$ cat src/rtl/div_unit_if.sv
// Handshake/result bundle between the execute stage and the divider.
interface div_unit_if #(
  parameter int WIDTH = 32
);
  logic             start;
  logic             signed_div;
  logic             cancel;
  logic [WIDTH-1:0] opa;
  logic [WIDTH-1:0] opb;
  logic             div_stall;
  logic             ready;
  logic [WIDTH-1:0] hi_out;
  logic [WIDTH-1:0] lo_out;
  logic             div_zero;

  modport master (
    output start, signed_div, cancel, opa, opb,
    input  div_stall, ready, hi_out, lo_out, div_zero
  );

  modport slave (
    input  start, signed_div, cancel, opa, opb,
    output div_stall, ready, hi_out, lo_out, div_zero
  );
endinterface

$ cat src/rtl/div_unit.sv
// Radix-2 restoring divider for DIV/DIVU: quotient -> LO, remainder -> HI.
// Optional macro DIV_ZERO_FAST_EN: divide-by-zero completes in one cycle and flags div_zero.
module div_unit #(
  parameter int WIDTH = 32,
  parameter int CNT_W = 6
) (
  input logic        clk,
  input logic        rst,
  div_unit_if.slave  bus
);

  typedef enum logic [1:0] {IDLE, BUSY, DONE} state_t;

  state_t           state, nextState;
  logic [WIDTH-1:0] rem, quo, divisor;
  logic             quoNeg, remNeg;
  logic [CNT_W-1:0] count;
`ifdef DIV_ZERO_FAST_EN
  logic             zeroFlag;
`endif

  logic             accept, lastIter, noBorrow, opbZero;
  logic [WIDTH-1:0] magA, magB, remNext, quoNext, loFix, hiFix;
  logic [WIDTH:0]   shRem, trial;

  always_comb begin
    accept   = (state == IDLE) && bus.start && !bus.cancel;
    opbZero  = (bus.opb == '0);
    magA     = (bus.signed_div && bus.opa[WIDTH-1]) ? -bus.opa : bus.opa;
    magB     = (bus.signed_div && bus.opb[WIDTH-1]) ? -bus.opb : bus.opb;
    // Shifted remainder kept one bit wider so 2*rem+1 never overflows the trial compare.
    shRem    = {rem, quo[WIDTH-1]};
    noBorrow = (shRem >= {1'b0, divisor});
    trial    = shRem - {1'b0, divisor};
    remNext  = noBorrow ? trial[WIDTH-1:0] : shRem[WIDTH-1:0];
    quoNext  = {quo[WIDTH-2:0], noBorrow};
    loFix    = quoNeg ? -quoNext : quoNext;
    hiFix    = remNeg ? -remNext : remNext;
    lastIter = (count == CNT_W'(WIDTH - 1));
  end

  always_ff @(posedge clk or posedge rst) begin
    if (rst) state <= IDLE;
    else     state <= nextState;
  end

  always_comb begin
    nextState = state;
    unique case (state)
      IDLE: begin
        if (accept) begin
`ifdef DIV_ZERO_FAST_EN
          nextState = opbZero ? DONE : BUSY;
`else
          nextState = BUSY;
`endif
        end
      end
      BUSY: begin
        if (bus.cancel)    nextState = IDLE;
        else if (lastIter) nextState = DONE;
      end
      DONE:    nextState = IDLE;
      default: nextState = IDLE;
    endcase
  end

  always_comb begin
    bus.div_stall = accept || (state == BUSY);
    bus.ready     = (state == DONE) && !bus.cancel;
`ifdef DIV_ZERO_FAST_EN
    bus.div_zero  = (state == DONE) && !bus.cancel && zeroFlag;
`else
    bus.div_zero  = 1'b0;
`endif
  end

  always_ff @(posedge clk or posedge rst) begin
    if (rst) begin
      rem        <= '0;
      quo        <= '0;
      divisor    <= '0;
      quoNeg     <= 1'b0;
      remNeg     <= 1'b0;
      count      <= '0;
      bus.hi_out <= '0;
      bus.lo_out <= '0;
`ifdef DIV_ZERO_FAST_EN
      zeroFlag   <= 1'b0;
`endif
    end else if (accept) begin
      rem     <= '0;
      quo     <= magA;
      divisor <= magB;
      quoNeg  <= bus.signed_div && (bus.opa[WIDTH-1] ^ bus.opb[WIDTH-1]);
      remNeg  <= bus.signed_div && bus.opa[WIDTH-1];
      count   <= '0;
`ifdef DIV_ZERO_FAST_EN
      zeroFlag <= opbZero;
      if (opbZero) begin
        bus.hi_out <= bus.opa;
        bus.lo_out <= '0;
      end
`endif
    end else if (state == BUSY && !bus.cancel) begin
      rem   <= remNext;
      quo   <= quoNext;
      count <= count + 1'b1;
      if (lastIter) begin
        bus.hi_out <= hiFix;
        bus.lo_out <= loFix;
      end
    end
  end

endmodule

$ cat src/flat_wrapper.sv
// flat-port wrapper written by rule: the top's interface ports become plain ports
module div_unit_flat 
#(
  parameter int WIDTH = 32,
  parameter int CNT_W = 6
)
  (clk, rst, bus_start, bus_signed_div, bus_cancel, bus_opa, bus_opb, bus_div_stall, bus_ready, bus_hi_out, bus_lo_out, bus_div_zero);
  div_unit_if #(.WIDTH(WIDTH)) bus_i ();
  input logic clk;
  input logic rst;
  input wire logic [$bits(bus_i.start)-1:0] bus_start;
  input wire logic [$bits(bus_i.signed_div)-1:0] bus_signed_div;
  input wire logic [$bits(bus_i.cancel)-1:0] bus_cancel;
  input wire logic [$bits(bus_i.opa)-1:0] bus_opa;
  input wire logic [$bits(bus_i.opb)-1:0] bus_opb;
  output wire logic [$bits(bus_i.div_stall)-1:0] bus_div_stall;
  output wire logic [$bits(bus_i.ready)-1:0] bus_ready;
  output wire logic [$bits(bus_i.hi_out)-1:0] bus_hi_out;
  output wire logic [$bits(bus_i.lo_out)-1:0] bus_lo_out;
  output wire logic [$bits(bus_i.div_zero)-1:0] bus_div_zero;
  assign bus_i.start = bus_start;
  assign bus_i.signed_div = bus_signed_div;
  assign bus_i.cancel = bus_cancel;
  assign bus_i.opa = bus_opa;
  assign bus_i.opb = bus_opb;
  assign bus_div_stall = bus_i.div_stall;
  assign bus_ready = bus_i.ready;
  assign bus_hi_out = bus_i.hi_out;
  assign bus_lo_out = bus_i.lo_out;
  assign bus_div_zero = bus_i.div_zero;
  div_unit #(.WIDTH(WIDTH), .CNT_W(CNT_W)) u_core (.clk(clk), .rst(rst), .bus(bus_i));
endmodule
$ cat config.mk
export PLATFORM = sky130hd
export DESIGN_NAME = div_unit_flat
export DESIGN_NICKNAME = d
export VERILOG_FILES = /design/src/rtl/div_unit_if.sv /design/src/rtl/div_unit.sv /design/src/flat_wrapper.sv
export SDC_FILE = /design/constraint.sdc
export NUM_CORES = 1
export LEC_CHECK = 0
export CAP_MARGIN = 40
export CORE_UTILIZATION = 25
export DETAILED_ROUTE_END_ITERATION = 10
export DONT_BUFFER_PORTS = 1
export GPL_TIMING_DRIVEN = 0
export PLACE_DENSITY = 0.38
export SETUP_SLACK_MARGIN = 0.15
export SLEW_MARGIN = 30
export SYNTH_ARGS = -nofsm -noshare
export SYNTH_HDL_FRONTEND = slang
export SYNTH_SLANG_ARGS = --single-unit
$ cat constraint.sdc
create_clock -name clk -period 6.1 [get_ports clk]
set_input_delay 0.915 -clock clk [delete_from_list [all_inputs] [get_ports clk]]
set_output_delay 0.915 -clock clk [all_outputs]
set_load 0.02 [all_outputs]
==> Word level (Yosys, flattened, before mapping) <==
Cells that the tools add are included.
{ "op_classes": {"muxes": 15, "n_lt_le_gt_ge": 1, "reduce_logical": 13, "eq_ne": 5, "add_sub_neg": 6, "bitwise": 2} }
{ "ops": {"columns": ["cell", "count"], "rows": [
  ["$mux W32", 9],
  ["$neg A32 Y32", 4],
  ["$ge A33 B32 Y1", 1],
  ["$sub A32 B32 Y32", 1],
  ["$mux W6", 2],
  ["$logic_and A1 B1 Y1", 7],
  ["$add A6 B1 Y6 const B", 1],
  ["$eq A6 B5 Y1 const B", 1],
  ["$mux W2", 3],
  ["$pmux W2 S2", 1],
  ["$ne A3 B2 Y1 const B", 1],
  ["$reduce_and A3 Y1", 1],
  ["$eq A2 B1 Y1 const B", 1],
  ["$eq A2 B2 Y1 const B", 1],
  ["$logic_not A2 Y1", 1],
  ["$ne A2 B1 Y1 const B", 1],
  ["$reduce_and A2 Y1", 1],
  ["$reduce_bool A2 Y1", 1],
  ["$logic_not A1 Y1", 1],
  ["$logic_or A1 B1 Y1", 1],
  ["$not A1 Y1", 1],
  ["$xor A1 B1 Y1", 1]
]} }
{ "totals": {"out_inout_bits": 67, "elab_cells": 51, "register_bits": 170, "in_bits": 69} }

==> Depth between registers and ports, before layout <==
{ "logic_depth": {"word_depth": 5, "ltp_mapped": 23, "depth_no_buf": 19} }

==> Worst setup path before layout <==
No wires, ideal clock.
{ "synth_timing": {"path_type": "register to register", "from": "register u_core.rem[2]", "to": "register u_core.bus.hi_out[30]", "required_ns": 5.970, "period_less_slack_ns": 4.708, "path_stages_with_launch": 23, "path_buffers": 4, "setup_time_ns": 0.130, "path_slack_ns": 1.392, "arrival_time_ns": 4.579, "cell_sequence": "dfrtp_1 -> ha_1 -> buf_2 -> nand3_2 -> a21o_1 -> a21boi_2 -> o211a_4 -> o211ai_2 -> nand2_1 -> buf_2 -> clkbuf_1 -> clkbuf_1 -> nand2_1 -> o21ai_0 -> ha_1 -> nand2_1 -> nor4_1 -> nand4_1 -> o41a_1 -> nand2b_4 -> o31ai_4 -> xnor2_1 -> o21ai_1"} }
{ "synth_between": {"elab_chain_len": 4, "word_cells_on_any_way": 5, "cone_classes": "2 x add/sub; 1 x order compare; 2 x mux"} }
{ "synth_rtl": {"columns": ["item", "line_no", "text"], "rows": [
  ["from (decl)", "div_unit.sv:15", "logic [WIDTH-1:0] rem, quo, divisor;"],
  ["from (signal assigned)", "div_unit.sv:106", "rem <= remNext;"],
  ["$sub A32 B32 Y32 or $ge A33 B32 Y1 (tied branches)", "div_unit.sv:34, div_unit.sv:33", null],
  ["$mux W32 (*)", "div_unit.sv:35", "remNext = noBorrow ? trial[WIDTH-1:0] : shRem[WIDTH-1:0];"],
  ["$neg A32 Y32", "div_unit.sv:38", "hiFix = remNeg ? -remNext : remNext;"],
  ["$mux W32 (*)", "div_unit.sv:38", null],
  ["to (signal assigned)", "div_unit.sv:110", "bus.hi_out <= hiFix;"],
  ["to (decl)", "div_unit_if.sv:23", "output div_stall, ready, hi_out, lo_out, div_zero"]
]} }
Every way passes the cells marked *; elsewhere a longest branch is shown, timed or not.
A chain may end at the register's enable or synchronous reset.

==> Final worst setup path <==
{ "layout_timing": {"from": "register u_core.rem[11]", "to": "register u_core.bus.hi_out[24]"} }
Same word-level chain as after synthesis.

==> results.txt <==
- Summed over all cells, the static leakage comes to 5.459 nW.
- Initial cell density of the core: 25.39%
- In this run the cell area of the synthesized design comes to 11850 sq um.
- The post-route netlist has 7.138% of its cells at a drive strength greater than 1.
- In this design, the largest share of critical-path delay is due to compound AO/OA/AOI/OAI gates.
* Buffer levels on the longest clock path: 2
* Remaining Overflow, GRT: 0
- Hold buffer count at CTS: 0
* Arrival time of data at the critical path endpoint: 5.92 ns
* Fraction of the yosys area taken by sequential cells: 35.91%
- The endpoint identified for the worst register-to-register timing path is u_core.bus.hi_out[24]$_DFFE_PP0P_.
* Hold violation count in the final report: 0
* Register bit count reported by yosys: 170
- Remaining routing DRC violations: 12
* Worst path buffer plus inverter count: 3
- Status: finished with violations
- Total via count after detailed routing: 10460
* Fraction of registers with async set or reset after synthesis: 100.0%
- Hold Worst Slack: 0.2982 ns
- Global routing used 18.16% of the available tracks.
- VDD IR-drop max: 0.2874 mV
- Number of CTS-inserted buffers: 17
- Minimum clock period after layout: 5.581 ns
- Global-route wire length before repair: 66030 microns
- Data on the critical path is required at its endpoint by 6.44 ns.
- STA classifies the critical path endpoint as a flop.
* Maximum number of pins on one net before global-route repair: 83
- The total area inside the core boundary comes to 46650 sq um.
- CTS tree: built
- Highest attainable clock frequency: 179.2 MHz
- Row generation in the floorplan step produced 79 rows.
- Among the stages of the critical path, the cell type that occurs most often is nand2_1.
- Number of ports placed on the die boundary: 136
- Growth of design area from synthesis to finish: 12.42%
* Syn Area/Cell: 8.262 sq um
- Max Clock Skew: 0.01110 ns
- After detailed routing, the total wire length is 43020 microns.
- During synthesis, Yosys emitted a total of 0 warnings.
* Unique cell type count in the Yosys netlist: 91
* Synthesized Nets: 1541
- In the synthesized netlist, the number of instances is 1434.
- First-pass iteration count of the detailed router: 8
* Library cell contributing the largest single delay on the critical path: o41a_1
* Number of global-route vias before repair: 10600
* Worst min-delay path class: in2async
* Sort of element at the start of the critical path: flop
* Clock sink total: 170
- Post-synth EDFFs: 0
* Antenna cell count: 0
- Slew HR: 44.25%
* Die Y-Extent: 219.7 microns
* Number of pins with negative max-slew slack in the final report: 0
- GP Congestion: 0.8382
- Crit path max fanout: 10
- The layout has 5055 filler cells.
- Max-cap violations in this run came to 0.
- Number of nets in the finished design: 1566
- For this run, the leading register cell type out of synthesis is dfrtp_1.
- Counting cells, the worst reg-to-reg path comes to 21.
- The number of antenna violations at the first check in global routing is 0.
- Setup violations remaining at the end of the flow were counted as 0.
* Setup TNS Final: 0 ns
* Slew @ Worst Pin: 0.8303 ns
- The checks that failed: DRC.
* Worst path max stage delay: 0.50 ns
- Placed inst area: 12680 sq um
- Dividing the detail-routed via count by the number of cells gives 5.033.
- Buffers placed on the I/O ports in this run total 0.
* Area of the die: 48270 sq um
- Post-route cell area: 13320 sq um
- Number of DRC markers after the initial detailed-route iteration: 714
- Antenna violation net count after detailed routing: 0
- After layout, the worst path uses 91.49% of the clock period.
* Total half-perimeter wirelength after legalization and detailed placement: 34960 microns
- WL/cell: 20.70 microns
* Total power: 7.130 mW
- After clock tree synthesis, the clock-pin slew on the worst setup and hold paths is 0.08 ns.
* Worst Path Class, Setup: reg2reg
- In this run the critical register-to-register path is launched from u_core.rem[11]$_DFFE_PP0P_.
* Root cell of the clock tree: clkbuf_16
* Reg2Reg Setup Slack: 0.52 ns
* Skew-Pair Late Insertion Delay: 0.45 ns
- H-Tree Level Count: 4
- RSZ-0062 raised after global routing: no
- Walking the worst path, the cells encountered are ha_1 > nand2_1 > o21ai_2 > a31oi_1 > o21ai_2 > o211ai_2 > nand2_2 > buf_4 > clkbuf_4 > clkbuf_4 > nand2_1 > o21ai_1 > ha_1 > nand2_1 > nor4_4 > nand4_1 > o41a_1 > nand3b_1 > nand2_1 > xnor2_1 > mux2_2.
- Dividing total power by cell area gives a power density of 535.3 nW/um^2.
- In this run the horizontal extent of the chip is 219.7 microns.
-- power by group --
part	internal, mW	total [mW]	switching (mW)
Clock	0.599	1.12	0.517
Combinational	1.52	4.36	2.84
Sequential	1.33	1.65	0.327
Total	3.44	7.13	3.69
-- metrics by stage --
| stage | util (%) | std cells | setup WS, ns |
|---|---|---|---|
| 5_1_grt | 28.55 | 2078 | 0.1704 |
| 2_1_floorplan | - | 1434 | 0.5816 |
| 4_1_cts | 28.43 | 2076 | 0.1435 |
| 3_5_place_dp | 27.18 | 2045 | -0.3139 |
| 3_3_place_gp | 27.02 | 2041 | -1.855 |
| 6_report | 28.55 | 2078 | 0.5192 |
-- cells by family after synthesis --
logic type      Yosys count  synth area share, %
compound gates          434                23.38
simple gates            495                19.63
xor+xnor                144                10.65
fa+ha+maj                38                4.076
flops                   170                35.91
mux                      22                1.880
buf+inv                 130                4.446
other cells               1              0.03165
-- state kept, by name, summed over array words and instances, names as in the netlist --
signal and flops:
u_core.divisor 32, u_core.quo 32, u_core.remNeg 1, u_core.bus.lo_out 32, u_core.bus.hi_out 32, u_core.state 2, u_core.count 6, u_core.quoNeg 1
u_core.rem 32
-- worst max-delay path by stage --
stage                     cells after the start                                end                        from
after floorplan                               1   u_core.bus.hi_out[0]$_DFFE_PP0P_                         rst
after global routing                         21  u_core.bus.hi_out[24]$_DFFE_PP0P_  u_core.rem[11]$_DFFE_PP0P_
after CTS                                    21  u_core.bus.hi_out[24]$_DFFE_PP0P_  u_core.rem[10]$_DFFE_PP0P_
final                                        21  u_core.bus.hi_out[24]$_DFFE_PP0P_  u_core.rem[11]$_DFFE_PP0P_
after global placement                        1      u_core.divisor[9]$_DFFE_PP0P_                         rst
after detailed placement                     21  u_core.bus.hi_out[24]$_DFFE_PP0P_  u_core.rem[10]$_DFFE_PP0P_
-- area by class of cell --
class | instances | area (sq um) | area share (%)
tap | 607 | 759.5 | 5.702
inverter | 51 | 198.9 | 1.494
multi-input combinational | 1134 | 7096 | 53.27
timing repair buffer | 6 | 82.58 | 0.6200
sequential | 170 | 4254 | 31.94
clock inverter | 11 | 110.1 | 0.8267
buffer | 79 | 351.6 | 2.640
clock buffer | 20 | 466.7 | 3.504
-- cells in the final DEF (no fill, tap or decap), drive strengths merged, types with 25 or more instances in the layout --
| master | synthesis | routed |
|---|---|---|
| ha | 37 | 37 |
| nor2 | 88 | 88 |
| a21oi | 79 | 79 |
| xnor2 | 76 | 76 |
| xor2 | 68 | 68 |
| dfrtp | 170 | 170 |
| nand2 | 239 | 239 |
| clkbuf | 59 | 81 |
| nor3 | 28 | 28 |
| o31ai | 25 | 25 |
| inv | 50 | 53 |
| o21ai | 206 | 206 |
-- layer usage --
layer | part of all wire (%) | global-route usage [%]
met1 | 50 | 25.99
met2 | 44 | 27.89
met3 | 5.5 | 3.961
met4 | 0.98 | 3.563
met5 | 0 | 0
-- cells in the mapped netlist, types with 4 or more instances --
cell type | count | share of area [%]
ha_1 | 37 | 3.9
o21ai_1 | 11 | 0.46
or3_1 | 12 | 0.63
nor2b_1 | 4 | 0.21
o41ai_1 | 12 | 0.89
o21ai_0 | 192 | 8.1
a21oi_2 | 4 | 0.30
o21a_1 | 4 | 0.25
nor2_1 | 88 | 2.8
inv_1 | 50 | 1.6
a21o_1 | 10 | 0.63
nor3_1 | 27 | 1.1
mux2i_1 | 20 | 1.7
and2_1 | 6 | 0.32
nand3_1 | 19 | 0.80
nor4_1 | 19 | 1.0
a21oi_1 | 75 | 3.2
nand3b_1 | 6 | 0.38
xor2_1 | 68 | 5.0
and3_1 | 6 | 0.32
or2_2 | 4 | 0.21
dfrtp_1 | 170 | 36
o31ai_1 | 23 | 1.5
nand2_1 | 239 | 7.6
a31oi_1 | 20 | 1.1
xnor2_1 | 76 | 5.6
or4_1 | 10 | 0.63
nand2b_1 | 14 | 0.74
nand3_2 | 4 | 0.34
a211oi_1 | 4 | 0.25
buf_2 | 12 | 0.51
a22oi_1 | 22 | 1.4
nand4_1 | 14 | 0.74
buf_1 | 4 | 0.13
o211ai_1 | 10 | 0.63
clkbuf_1 | 58 | 1.8
-- what timing repair did --
action	4_1_cts	5_1_grt
setup endpoints to repair	11	12
pin swaps	0	1
hold endpoints to repair	0	0
gates resized for setup	4	13
setup buffers	0	2
Power figures use the tool's default switching activity.
